**config.mk**
```make
export PLATFORM = sky130hd
export DESIGN_NAME = slow_tick_ctrl
export DESIGN_NICKNAME = d
export VERILOG_FILES = /design/src/rtl/cla_clk_pkg.sv /design/src/rtl/tick_counter.sv /design/src/rtl/slow_tick_ctrl.sv
export SDC_FILE = /design/constraint.sdc
export NUM_CORES = 1
export LEC_CHECK = 0
export CAP_MARGIN = 20
export CORE_AREA = 2 2 96 98
export DETAILED_ROUTE_END_ITERATION = 10
export DIE_AREA = 0 0 98 100
export GPL_TIMING_DRIVEN = 0
export PLACE_DENSITY = 0.92
export REMOVE_ABC_BUFFERS = 1
export SETUP_SLACK_MARGIN = 0.5
export SYNTH_ARGS = -nofsm -noshare
export SYNTH_HDL_FRONTEND = slang
export SYNTH_HIERARCHICAL = 1
export SYNTH_SLANG_ARGS = --single-unit
export TNS_END_PERCENT = 5
```
**constraint.sdc**
```tcl
create_clock -name clock_in -period 10.2 [get_ports clock_in]
set_input_delay 2.55 -clock clock_in [delete_from_list [all_inputs] [get_ports clock_in]]
set_output_delay 2.55 -clock clock_in [all_outputs]
set_load 0.1 [all_outputs]
```
**src/rtl/cla_clk_pkg.sv**
```systemverilog
// cla_clk_pkg: shared state encodings and clock constants for the CLA slow-tick path.
// Rev 1.0
`default_nettype none

package cla_clk_pkg;

  localparam logic [1:0] ST_IDLE = 2'd0;
  localparam logic [1:0] ST_RUN  = 2'd1;
  localparam logic [1:0] ST_STEP = 2'd2;

  localparam int unsigned CLK_HZ      = 100_000_000;
  localparam int unsigned DEFAULT_DIV = CLK_HZ;

  typedef enum logic [1:0] {
    S_IDLE = ST_IDLE,
    S_RUN  = ST_RUN,
    S_STEP = ST_STEP
  } state_t;

endpackage

`default_nettype wire

```
**src/rtl/tick_counter.sv**
```systemverilog
// tick_counter: period counter that wraps at div_q-1 and flags the terminal count.
// Rev 1.0
`default_nettype none

module tick_counter #(
  parameter int unsigned CNT_W = 32
) (
  input  logic             clock_in,
  input  logic             reset_n,
  input  logic             clear,
  input  logic             enable,
  input  logic [CNT_W-1:0] div_q,
  output logic             terminal,
  output logic [CNT_W-1:0] cnt
);

  // div_q is never zero, so div_q-1 cannot underflow.
  assign terminal = (cnt == (div_q - CNT_W'(1)));

  always_ff @(posedge clock_in or negedge reset_n) begin
    if (!reset_n) begin
      cnt <= '0;
    end else if (clear) begin
      cnt <= '0;
    end else if (enable) begin
      cnt <= terminal ? '0 : cnt + CNT_W'(1);
    end
  end

endmodule

`default_nettype wire

```
**src/rtl/slow_tick_ctrl.sv**
```systemverilog
// slow_tick_ctrl: free-run/single-step tick_en controller with runtime divisor load.
// Rev 1.0 -- define LED_CLK_OUT_EN to add the clock_out LED square wave.
`default_nettype none

module slow_tick_ctrl
  import cla_clk_pkg::*;
#(
  parameter int unsigned CNT_W       = 32,
  parameter int unsigned DEFAULT_DIV = cla_clk_pkg::DEFAULT_DIV,
  parameter int unsigned TCNT_W      = 16
) (
  input  logic              clock_in,
  input  logic              reset_n,
  input  logic              cfg_valid,
  input  logic [CNT_W-1:0]  cfg_div,
  output logic              cfg_ready,
  input  logic              run,
  input  logic              step,
  output logic              tick_en,
  output logic [TCNT_W-1:0] tick_cnt,
  output logic [1:0]        state,
  output logic              busy
`ifdef LED_CLK_OUT_EN
  ,
  output logic              clock_out
`endif
);

  state_t           state_q;
  logic [CNT_W-1:0] div_q;
  logic [CNT_W-1:0] cnt;
  logic             terminal;
  logic             cnt_en;
  logic             tick_due;

  // Counting stops on the same edge that run drops, so no tick can follow.
  always_comb begin
    cnt_en   = ((state_q == S_RUN) && run) || (state_q == S_STEP);
    tick_due = cnt_en && terminal;
  end

  tick_counter #(
    .CNT_W (CNT_W)
  ) u_tick_counter (
    .clock_in (clock_in),
    .reset_n  (reset_n),
    .clear    (!cnt_en),
    .enable   (cnt_en),
    .div_q    (div_q),
    .terminal (terminal),
    .cnt      (cnt)
  );

  always_ff @(posedge clock_in or negedge reset_n) begin
    if (!reset_n) begin
      state_q  <= S_IDLE;
      div_q    <= CNT_W'(DEFAULT_DIV);
      tick_en  <= 1'b0;
      tick_cnt <= '0;
    end else begin
      tick_en  <= tick_due;
      tick_cnt <= tick_cnt + TCNT_W'(tick_due);
      case (state_q)
        S_RUN: begin
          if (!run) state_q <= S_IDLE;
        end
        S_STEP: begin
          if (terminal) state_q <= S_IDLE;
        end
        default: begin
          if (cfg_valid) div_q <= (cfg_div == '0) ? CNT_W'(1) : cfg_div;
          if (run)       state_q <= S_RUN;
          else if (step) state_q <= S_STEP;
          else           state_q <= S_IDLE;
        end
      endcase
    end
  end

`ifdef LED_CLK_OUT_EN
  always_ff @(posedge clock_in or negedge reset_n) begin
    if (!reset_n) clock_out <= 1'b0;
    else if (tick_due) clock_out <= ~clock_out;
  end
`endif

  always_comb begin
    state     = state_q;
    busy      = (state_q == S_RUN) || (state_q == S_STEP);
    cfg_ready = !busy;
  end

  // Divisor only changes while the counter is parked at zero, so cnt stays below it.
  assert property (@(posedge clock_in) disable iff (!reset_n) (cnt < div_q));

endmodule

`default_nettype wire

```
# [Yosys cells after proc, flatten, opt, wreduce, memory -nomap -nowiden]
# Index checks and enable logic that the tools add are counted.
[classes] n_eq_ne=5 n_bitwise=1 add_sub_neg=3 mux=8 n_reduce_logical=9
[ops] op="$mux 32" n=3
[ops] op="$add 32x1->32 const B" n=1
[ops] op="$eq 32x32->1" n=1
[ops] op="$logic_not 32->1" n=1
[ops] op="$sub 32x1->32 const B" n=1
[ops] op="$add 16x1->16" n=1
[ops] op="$mux 2" n=4
[ops] op="$ne 2x2->1 const B" n=2
[ops] op="$pmux 2 s2" n=1
[ops] op="$reduce_and 2->1" n=2
[ops] op="$eq 2x1->1 const B" n=1
[ops] op="$eq 2x2->1 const B" n=1
[ops] op="$logic_and 1x1->1" n=2
[ops] op="$logic_or 1x1->1" n=2
[ops] op="$reduce_or 2->1" n=1
[ops] op="$logic_not 1->1" n=1
[ops] op="$not 1->1" n=1
[totals] ff_bits=83 word_cells=31 output_inout_bits=21

# [Longest topological paths before layout]
# Gate-level depths: netlist of run 1.
[depth] depth_word=5 mapped_depth=17 depth_no_buf=17

# [By module]
# Netlist of run 1, hierarchy kept.
[modules_own_cells] module="tick_counter" seq_area_each_um2=800.8 cells_per_inst=407 area_each_um2=3131.8 instances=1
[modules_own_cells] module="slow_tick_ctrl" seq_area_each_um2=1291.2 cells_per_inst=156 area_each_um2=2145.8 instances=1

# [Worst setup path before layout of run 1]
# OpenSTA, ideal clock, no wires.
[synth_timing] path_type="register -> output" startpoint="register state_q[0] (netlist: state[0])" endpoint="output port busy" path_stages_with_launch=4 required_time_ns=7.650 slack_ns=5.019 path_buffers=0 t_arrival_ns=2.631 cell_sequence="dfrtp_1 inv_1 ha_1 inv_1"
[synth_via] elab_chain_len=2 word_cells_on_any_way=3 cone_classes="eq/ne: 2; reduce/logical: 1"
[synth_rtl] item="start, declared" line_no="slow_tick_ctrl.sv:29" rtl="state_t state_q;"
[synth_rtl] item="start signal, assigned" line_no="slow_tick_ctrl.sv:56" rtl="state_q <= S_IDLE;"
[synth_rtl] item="start signal, assigned" line_no="slow_tick_ctrl.sv:65" rtl="if (!run) state_q <= S_IDLE;"
[synth_rtl] item="start signal, assigned" line_no="slow_tick_ctrl.sv:68" rtl="if (terminal) state_q <= S_IDLE;"
[synth_rtl] item="$eq 2x1->1 or $eq 2x2->1 (tied branches)" line_no="slow_tick_ctrl.sv:89" rtl="busy = (state_q == S_RUN) || (state_q == S_STEP);"
[synth_rtl] item="$logic_or 1x1->1 *" line_no="slow_tick_ctrl.sv:89"
[synth_rtl] item="end, declared" line_no="slow_tick_ctrl.sv:22" rtl="output logic busy"
# Mark *: on every way between the ends. The rest lies on a longest branch, timed or not.

# [Worst setup path in the final report of run 1]
# Same ends and word-level chain as after synthesis.

==> results.txt, run 1 <==
----------------------------------------------------
[Status]
  Result of the run ... completed

[Global routing]
  Met2 GRT Util ... 43.7%
  Number of global-route vias before repair ... between 4000 and 5000
  Most utilized layer in the global route result ... met2
  Met1 layer usage reported by global route ... between 30% and 40%
  Global-route usage over all layers ... about a quarter
  Met3 track demand over resource ... under 10%
  Total overflow reported by the global router ... 0
  Initial antenna violation count ... 0
  First-pass GRT wire length ... approximately 21000 um
  Largest net degree at the start of global routing ... 43

[Clock tree]
  Number of gates resized after CTS ... 0
  TritonCTS clock tree ... done
  Clock insertion delay at the later pin of the skew report ... between 300 and 400 ps
  H-tree depth reported by CTS ... 3
  Clock-pin slew of the registers on the worst-case setup and hold paths ... ~90 ps
  Total clock buffers created by CTS ... 9
  Post-CTS setup repair buffer count ... 0
  # clock sinks ... between 80 and 90
  Root buffer selected by CTS ... sky130_fd_sc_hd__clkbuf_8
  Cts-stage hold buffer count ... 0
  Max Buffers Root-to-Sink ... 2

[Layout]
  Count of filler cells inserted in the layout ... around 660
  # nets final ... 650
  Ratio of cells with drive above 1 in the final layout ... 13.1%
  Multi-input gate area in the final layout ... 3000 um^2
  P&R area growth vs syn ... 16.0%
  Antenna fix cells ... 0
  Fin area ... between 6000 and 7000 um^2
  Register area ... 2090 um^2

[Place]
  Final estimated routing congestion in global placement ... about 0.92
  Number of buffer cells added on primary ports ... 57
  Placed Area ... between 5000 and 6000 um^2
  Worst slack, placed ... 5370 ps
  DP HPWL ... between 9000 and 10000 um

[STA]
  Min setup slack post-route ... about 5200 ps
  Final hold violation count ... 0
  Setup TNS after final layout ... 0 ps
  Transition time at the pin with the least slew margin ... between 1000 and 1500 ps
  Max-slew violation count ... 0
  Final Skew ... around 15 ps
  Achievable Freq ... between 200 and 250 MHz
  Slew HR ... about a third
  Final worst path period need ... roughly 5000 ps
  Crit share post-route ... 48.9%
  Setup Viol. Count Final ... 0
  Unrepaired setup endpoints after global routing ... no

[Critical path]
  Cell family with the largest share of critical-path delay ... buffers and inverters
  Kind of end point of the critical path ... primary output
  Setup CP Type ... reg -> out
  Total stage count of the critical path ... 4
  Critical path startpoint ... state[0]
  Required arrival time at the worst endpoint ... 7650 ps
  Cells along the critical path ... inv_1 > ha_1 > inv_1 > clkdlybuf4s50_1
  Peak per-stage delay on the critical path ... roughly 1100 ps
  Origin of the critical flop-to-flop path ... div_q[13]
  Worst R2R Path Depth ... 14
  Type of element launching the critical path ... flip-flop
  Worst flop-to-flop path endpoint ... tick_cnt[12]
  Bufs and invs on worst path ... 3
  Biggest fanout along the worst timing path ... 4
  Worst setup path endpoint ... busy
  Master of the slowest instance on the critical path ... sky130_fd_sc_hd__clkdlybuf4s50_1
  Top cell by count, worst path ... sky130_fd_sc_hd__inv_1
  Worst path arrival time ... 2440 ps
  Minimum setup slack among reg-to-reg paths ... 5620 ps

[Synth]
  Syn. warnings ... 6
  Fraction of post-synthesis cell area in the top cell type by area ... 33.7%
  Dominant register cell in the synthesized netlist ... sky130_fd_sc_hd__dfrtp_1
  Async S/R FF share, synth ... between 90% and 100%
  Register bit count reported by yosys ... 83
  Synth top area cells ... sky130_fd_sc_hd__dfrtp_1, sky130_fd_sc_hd__mux2_2, sky130_fd_sc_hd__dfstp_2
  Post-Synthesis Mean Instance Area ... 9.37 um^2
  Seq/Total Area, Yosys ... between 30% and 40%
  Number of distinct library cell variants in the gate-level netlist after synthesis ... between 60 and 70
  Biggest area consumer among synthesized cells ... sky130_fd_sc_hd__dfrtp_1
  Number of flops mapped to enable cells by yosys ... 0
  Total standard cell area after synthesis ... roughly 5300 um^2
  Post-synthesis cell count ... roughly 560

[Route]
  Detailed-route wire length per cell ... ~18 um
  Number of nets still failing antenna checks after routing ... 0
  Total number of vias ... around 4700
  Total routed wirelength ... about 13000 um
  First-pass iteration count of the detailed router ... 5
  Number of DRC violations after detailed routing ... 0
  Starting DRC count in detailed routing ... 360
  Average via count per standard cell ... approximately 6.5

[Die]
  Die Width ... between 90 and 100 um
  Top-level port count ... 58
  Core region area ... a little under 9000 um^2
  Die outline height ... roughly 100 um
  Rows ... 35
  Area enclosed by the die boundary ... approximately 9800 um^2
  Starting density of the core ... approximately 59%

[Pwr]
  Leakage dissipation ... about 0.0024 uW
  Max VDD drop ... between 0.00015 and 0.0002 V
  Power density over the cells ... 225 nW/um^2

[Worst hold path]
  Type of the worst min-delay path ... reg -> reg
  Startpoint of the lowest-slack hold path ... tick_cnt[15]

[Run]
  Number of maximum-capacitance violations ... 0

----------------------------------------------------
-- power by group --
| part | switching, uW | leakage (uW) | internal (uW) | total [uW] |
|---|---|---|---|---|
| combinational | 332 | 0.00126 | 239 | 570 |
| sequential | 127 | 0.00107 | 419 | 546 |
| clock | 135 | 0.000108 | 123 | 258 |
-- through the flow --
step           cells  hold WS [ps]  total power [uW]  utilization (%)
3_3_place_gp     704           461              1060             65.9
2_1_floorplan    536           491               940                -
5_1_grt          723           509              1450             68.8
6_report         723           470              1370             68.8
4_1_cts          723           478              1360             68.8
3_5_place_dp     707           466              1110             66.5
-- registers in the layout, indices dropped and copies added (netlist names) --
signal              flops
div_q                  32
u_tick_counter/cnt     32
tick_cnt               16
state                   2
tick_en                 1
-- how the worst min path moves through the flow --
stage	end	slack, ps	depth (start not counted)
after floorplan	u_tick_counter/cnt[30]	490	1
after global placement	tick_cnt[15]	460	1
after detailed placement	tick_cnt[15]	470	1
after CTS	tick_cnt[15]	480	1
after global routing	tick_cnt[15]	510	1
final	tick_cnt[15]	470	1
-- cells in the final DEF, fill, tap and decap left out, drive strengths merged, types with 10 or more instances in the layout --
cell type      count
inv               20
nand4             18
mux2              32
nor3              21
nor4              23
a31oi             12
xor2              25
clkbuf            10
o21ai             25
clkdlybuf4s50     56
dfrtp             71
mux2i             10
nor2              38
and3              12
a21oi             15
nand2             48
nand3             33
dfstp             12
xnor2             25
-- cells in the mapped netlist (10+ instances only) --
| library cell | n |
|---|---|
| sky130_fd_sc_hd__dfstp_2 | 12 |
| sky130_fd_sc_hd__a21oi_1 | 13 |
| sky130_fd_sc_hd__xnor2_1 | 25 |
| sky130_fd_sc_hd__nor4_1 | 20 |
| sky130_fd_sc_hd__inv_1 | 17 |
| sky130_fd_sc_hd__dfrtp_1 | 71 |
| sky130_fd_sc_hd__mux2i_1 | 10 |
| sky130_fd_sc_hd__nor2_1 | 38 |
| sky130_fd_sc_hd__o21ai_0 | 24 |
| sky130_fd_sc_hd__nand3_1 | 32 |
| sky130_fd_sc_hd__nor3_1 | 20 |
| sky130_fd_sc_hd__a31oi_1 | 12 |
| sky130_fd_sc_hd__nand4_1 | 16 |
| sky130_fd_sc_hd__nand2_1 | 48 |
| sky130_fd_sc_hd__xor2_1 | 25 |
| sky130_fd_sc_hd__clkbuf_1 | 18 |
| sky130_fd_sc_hd__mux2_2 | 32 |
| sky130_fd_sc_hd__and3_1 | 12 |
-- metal layers --
layer	part of all wire, %	wire length, um	vias up
met5	0	0	-
met4	2.8	360	0
met3	6.9	892	39
met2	49	6300	269
met1	42	5430	2266
li1	-	-	2159
-- kinds of logic after synthesis --
logic type      Yosys count  synth area share, %
simple gates            247                 26.3
compound gates           91                 12.0
flops                    83                 39.6
xor+xnor                 50                 8.30
buf+inv                  44                 3.58
mux                      42                 8.72
fa+ha+maj                 6                 1.42
-- final cells by class --
type	count	area share, %
sequential	83	34.2
clock inverter	6	1.14
clock buffer	10	2.25
timing repair buffer	60	10.1
tap	111	2.27
inverter	17	1.04
multi-input combinational	436	49.0
-- worst register-to-register path, stage by stage, from the launching register on --
cell and delay (ps):
sky130_fd_sc_hd__dfstp_2 420, sky130_fd_sc_hd__nor4_1 690, sky130_fd_sc_hd__nand4_1 480, sky130_fd_sc_hd__nor4_1 480, sky130_fd_sc_hd__mux2i_1 440, sky130_fd_sc_hd__nand3_1 130, sky130_fd_sc_hd__nor3b_1 220, sky130_fd_sc_hd__and3_1 230
sky130_fd_sc_hd__nor2b_1 200, sky130_fd_sc_hd__ha_1 220, sky130_fd_sc_hd__ha_1 220, sky130_fd_sc_hd__inv_1 100, sky130_fd_sc_hd__nor4_2 370, sky130_fd_sc_hd__nand2_1 120, sky130_fd_sc_hd__xnor2_1 140
Note: power is estimated with default switching activity, not from simulation.
==> run 2, diff against run 1 <==
--- a/config.mk
+++ b/config.mk
@@ -6,11 +6,11 @@
 export NUM_CORES = 1
 export LEC_CHECK = 0
 export CAP_MARGIN = 20
-export CORE_AREA = 2 2 96 98
+export CORE_AREA = 2 2 104 106
 export DETAILED_ROUTE_END_ITERATION = 10
-export DIE_AREA = 0 0 98 100
+export DIE_AREA = 0 0 106 108
 export GPL_TIMING_DRIVEN = 0
-export PLACE_DENSITY = 0.92
+export PLACE_DENSITY = 0.83
 export REMOVE_ABC_BUFFERS = 1
 export SETUP_SLACK_MARGIN = 0.5
 export SYNTH_ARGS = -nofsm -noshare
==> constraint.sdc (replaced) <==
create_clock -name clock_in -period 4.1 [get_ports clock_in]
set_input_delay 1.025 -clock clock_in [delete_from_list [all_inputs] [get_ports clock_in]]
set_output_delay 1.025 -clock clock_in [all_outputs]
set_load 0.1 [all_outputs]
==> results.txt, run 2 (synthesis gave the netlist of run 1 again) <==
----------------------------------------------------
[Critical path]
  Kind of end point of the critical path ... flip-flop
  Type of element launching the critical path ... flip-flop
  Required arrival time at the worst endpoint ... 4370 ps
  Biggest fanout along the worst timing path ... 4
  Setup CP Type ... reg -> reg
  Minimum setup slack among reg-to-reg paths ... 440 ps
  Worst path arrival time ... between 3000 and 4000 ps

[Die]
  Core region area ... ~10000 um^2
  Starting density of the core ... between 50% and 60%
  Top-level port count ... between 50 and 60
  Die outline height ... around 110 um
  Rows ... 37
  Area enclosed by the die boundary ... between 10000 and 15000 um^2
  Die Width ... 106 um

[Clock tree]
  Clock insertion delay at the later pin of the skew report ... 380 ps
  H-tree depth reported by CTS ... 3
  Root buffer selected by CTS ... sky130_fd_sc_hd__clkbuf_8
  # clock sinks ... 83
  TritonCTS clock tree ... done
  Clock-pin slew of the registers on the worst-case setup and hold paths ... 80 ps
  Total clock buffers created by CTS ... 9
  Max Buffers Root-to-Sink ... 2

[Status]
  Result of the run ... completed

[Layout]
  Most used cells in the layout excluding fill and tap cells ... sky130_fd_sc_hd__dfrtp_1, sky130_fd_sc_hd__clkdlybuf4s50_1, sky130_fd_sc_hd__nand2_1, sky130_fd_sc_hd__nor2_1
  Ratio of cells with drive above 1 in the final layout ... 22.3%
  P&R area growth vs syn ... 25.3%
  Leading cell type in the layout, fill and taps excluded ... sky130_fd_sc_hd__dfrtp_1
  Antenna fix cells ... 0
  Final core area utilization ... about 65%
  Biggest registers after layout ... div_q: 32 flops, u_tick_counter/cnt: 32 flops, tick_cnt: 16 flops
  # nets final ... just under 700

[STA]
  Max-slew violation count ... 0
  Slew HR ... 33.6%
  Crit share post-route ... approximately nine tenths
  Setup TNS after final layout ... 0 ps
  Transition time at the pin with the least slew margin ... roughly 1000 ps
  Achievable Freq ... around 270 MHz
  Setup Viol. Count Final ... 0
  Final Skew ... ~12 ps
  Final worst path period need ... ~3700 ps
  Final hold violation count ... 0
  Minimum hold slack ... 480 ps
  Unrepaired setup endpoints after global routing ... yes

[Route]
  Average via count per standard cell ... 6.43
  Total routed wirelength ... 14300 um
  Detailed-route wire length per cell ... 18.4 um
  Number of nets still failing antenna checks after routing ... 0
  Number of DRC violations after detailed routing ... 0
  Total number of vias ... between 4000 and 5000
  First-pass iteration count of the detailed router ... 6
  Starting DRC count in detailed routing ... roughly 400

[Pwr]
  Power density over the cells ... around 560 nW/um^2
  Leakage dissipation ... 0.00264 uW
  Max VDD drop ... 0.000432 V
  Overall power consumption ... roughly 3700 uW

[Place]
  DP HPWL ... approximately 9500 um
  Final estimated routing congestion in global placement ... 0.891
  Number of buffer cells added on primary ports ... between 50 and 60

[Global routing]
  Largest net degree at the start of global routing ... 43
  Global-route usage over all layers ... between 20% and 30%
  Initial antenna violation count ... 0
  Number of global-route vias before repair ... 4701
  First-pass GRT wire length ... between 20000 and 25000 um
  Total overflow reported by the global router ... 0

[Run]
  Number of maximum-capacitance violations ... 0

[Worst hold path]
  Type of the worst min-delay path ... reg -> reg

----------------------------------------------------
run 2: final timing paths:
check / start / end / depth (start not counted)
worst max-delay path: div_q[1] / tick_cnt[15] / 17
worst min-delay path: tick_cnt[15] / tick_cnt[15] / 1
worst max register to register: div_q[1] / tick_cnt[15] / 17
worst min register to register: tick_cnt[15] / tick_cnt[15] / 1
max in group asynchronous: reset_n / div_q[8] / 2
min in group asynchronous: reset_n / tick_cnt[5] / 1
run 2: timing repair:
action / in CTS / in global routing
hold buffers: 0 / 0
setup buffers: 12 / 13
setup endpoints to repair: 39 / 31
pin swaps: 10 / 17
resized for setup: 34 / 21
run 2: final cells by class:
| class | instances | area [um^2] |
|---|---|---|
| multi-input combinational | 436 | 3270 |
| tap | 136 | 170 |
| fill | 761 | 3620 |
| inverter | 17 | 63.8 |
| clock inverter | 5 | 61.3 |
| clock buffer | 11 | 141 |
| sequential | 83 | 2100 |
| timing repair buffer | 85 | 810 |
run 2: worst max-delay path, cell delays in order, from the launching register on:
cell and delay (ps):
sky130_fd_sc_hd__dfrtp_1 420, sky130_fd_sc_hd__inv_2 100, sky130_fd_sc_hd__ha_4 150, sky130_fd_sc_hd__nor4b_4 320
sky130_fd_sc_hd__buf_4 210, sky130_fd_sc_hd__nand4_1 200, sky130_fd_sc_hd__xnor2_1 200, sky130_fd_sc_hd__mux2i_1 170
sky130_fd_sc_hd__a21oi_2 120, sky130_fd_sc_hd__nor3_2 220, sky130_fd_sc_hd__nor3b_2 200, sky130_fd_sc_hd__and3_4 210
sky130_fd_sc_hd__nor2b_4 170, sky130_fd_sc_hd__ha_4 170, sky130_fd_sc_hd__nand2_2 90, sky130_fd_sc_hd__nor4_4 300
sky130_fd_sc_hd__nand3_1 150, sky130_fd_sc_hd__xnor2_1 140
run 2: layer usage:
metal	vias up	global-route usage, %	share of wire (%)
met3	73	4.82	7.8
met4	0	11.7	4.0
met1	2380	30.8	41
met2	304	41.2	47
li1	2214	-	-
met5	-	0	0
run 2: report_power, final:
group / internal (uW) / switching (uW)
combinational: 730 / 971
sequential: 1050 / 353
clock: 302 / 313
run 2: metrics by stage:
| step | worst slack, ps | cell area [um^2] | std cells |
|---|---|---|---|
| after detailed placement | -374 | 5940 | 732 |
| after global routing | 222 | 6610 | 773 |
| final | 438 | 6610 | 773 |
| after global placement | -865 | 5890 | 729 |
| after CTS | 471 | 6410 | 760 |
| after floorplan | 332 | 5150 | 536 |
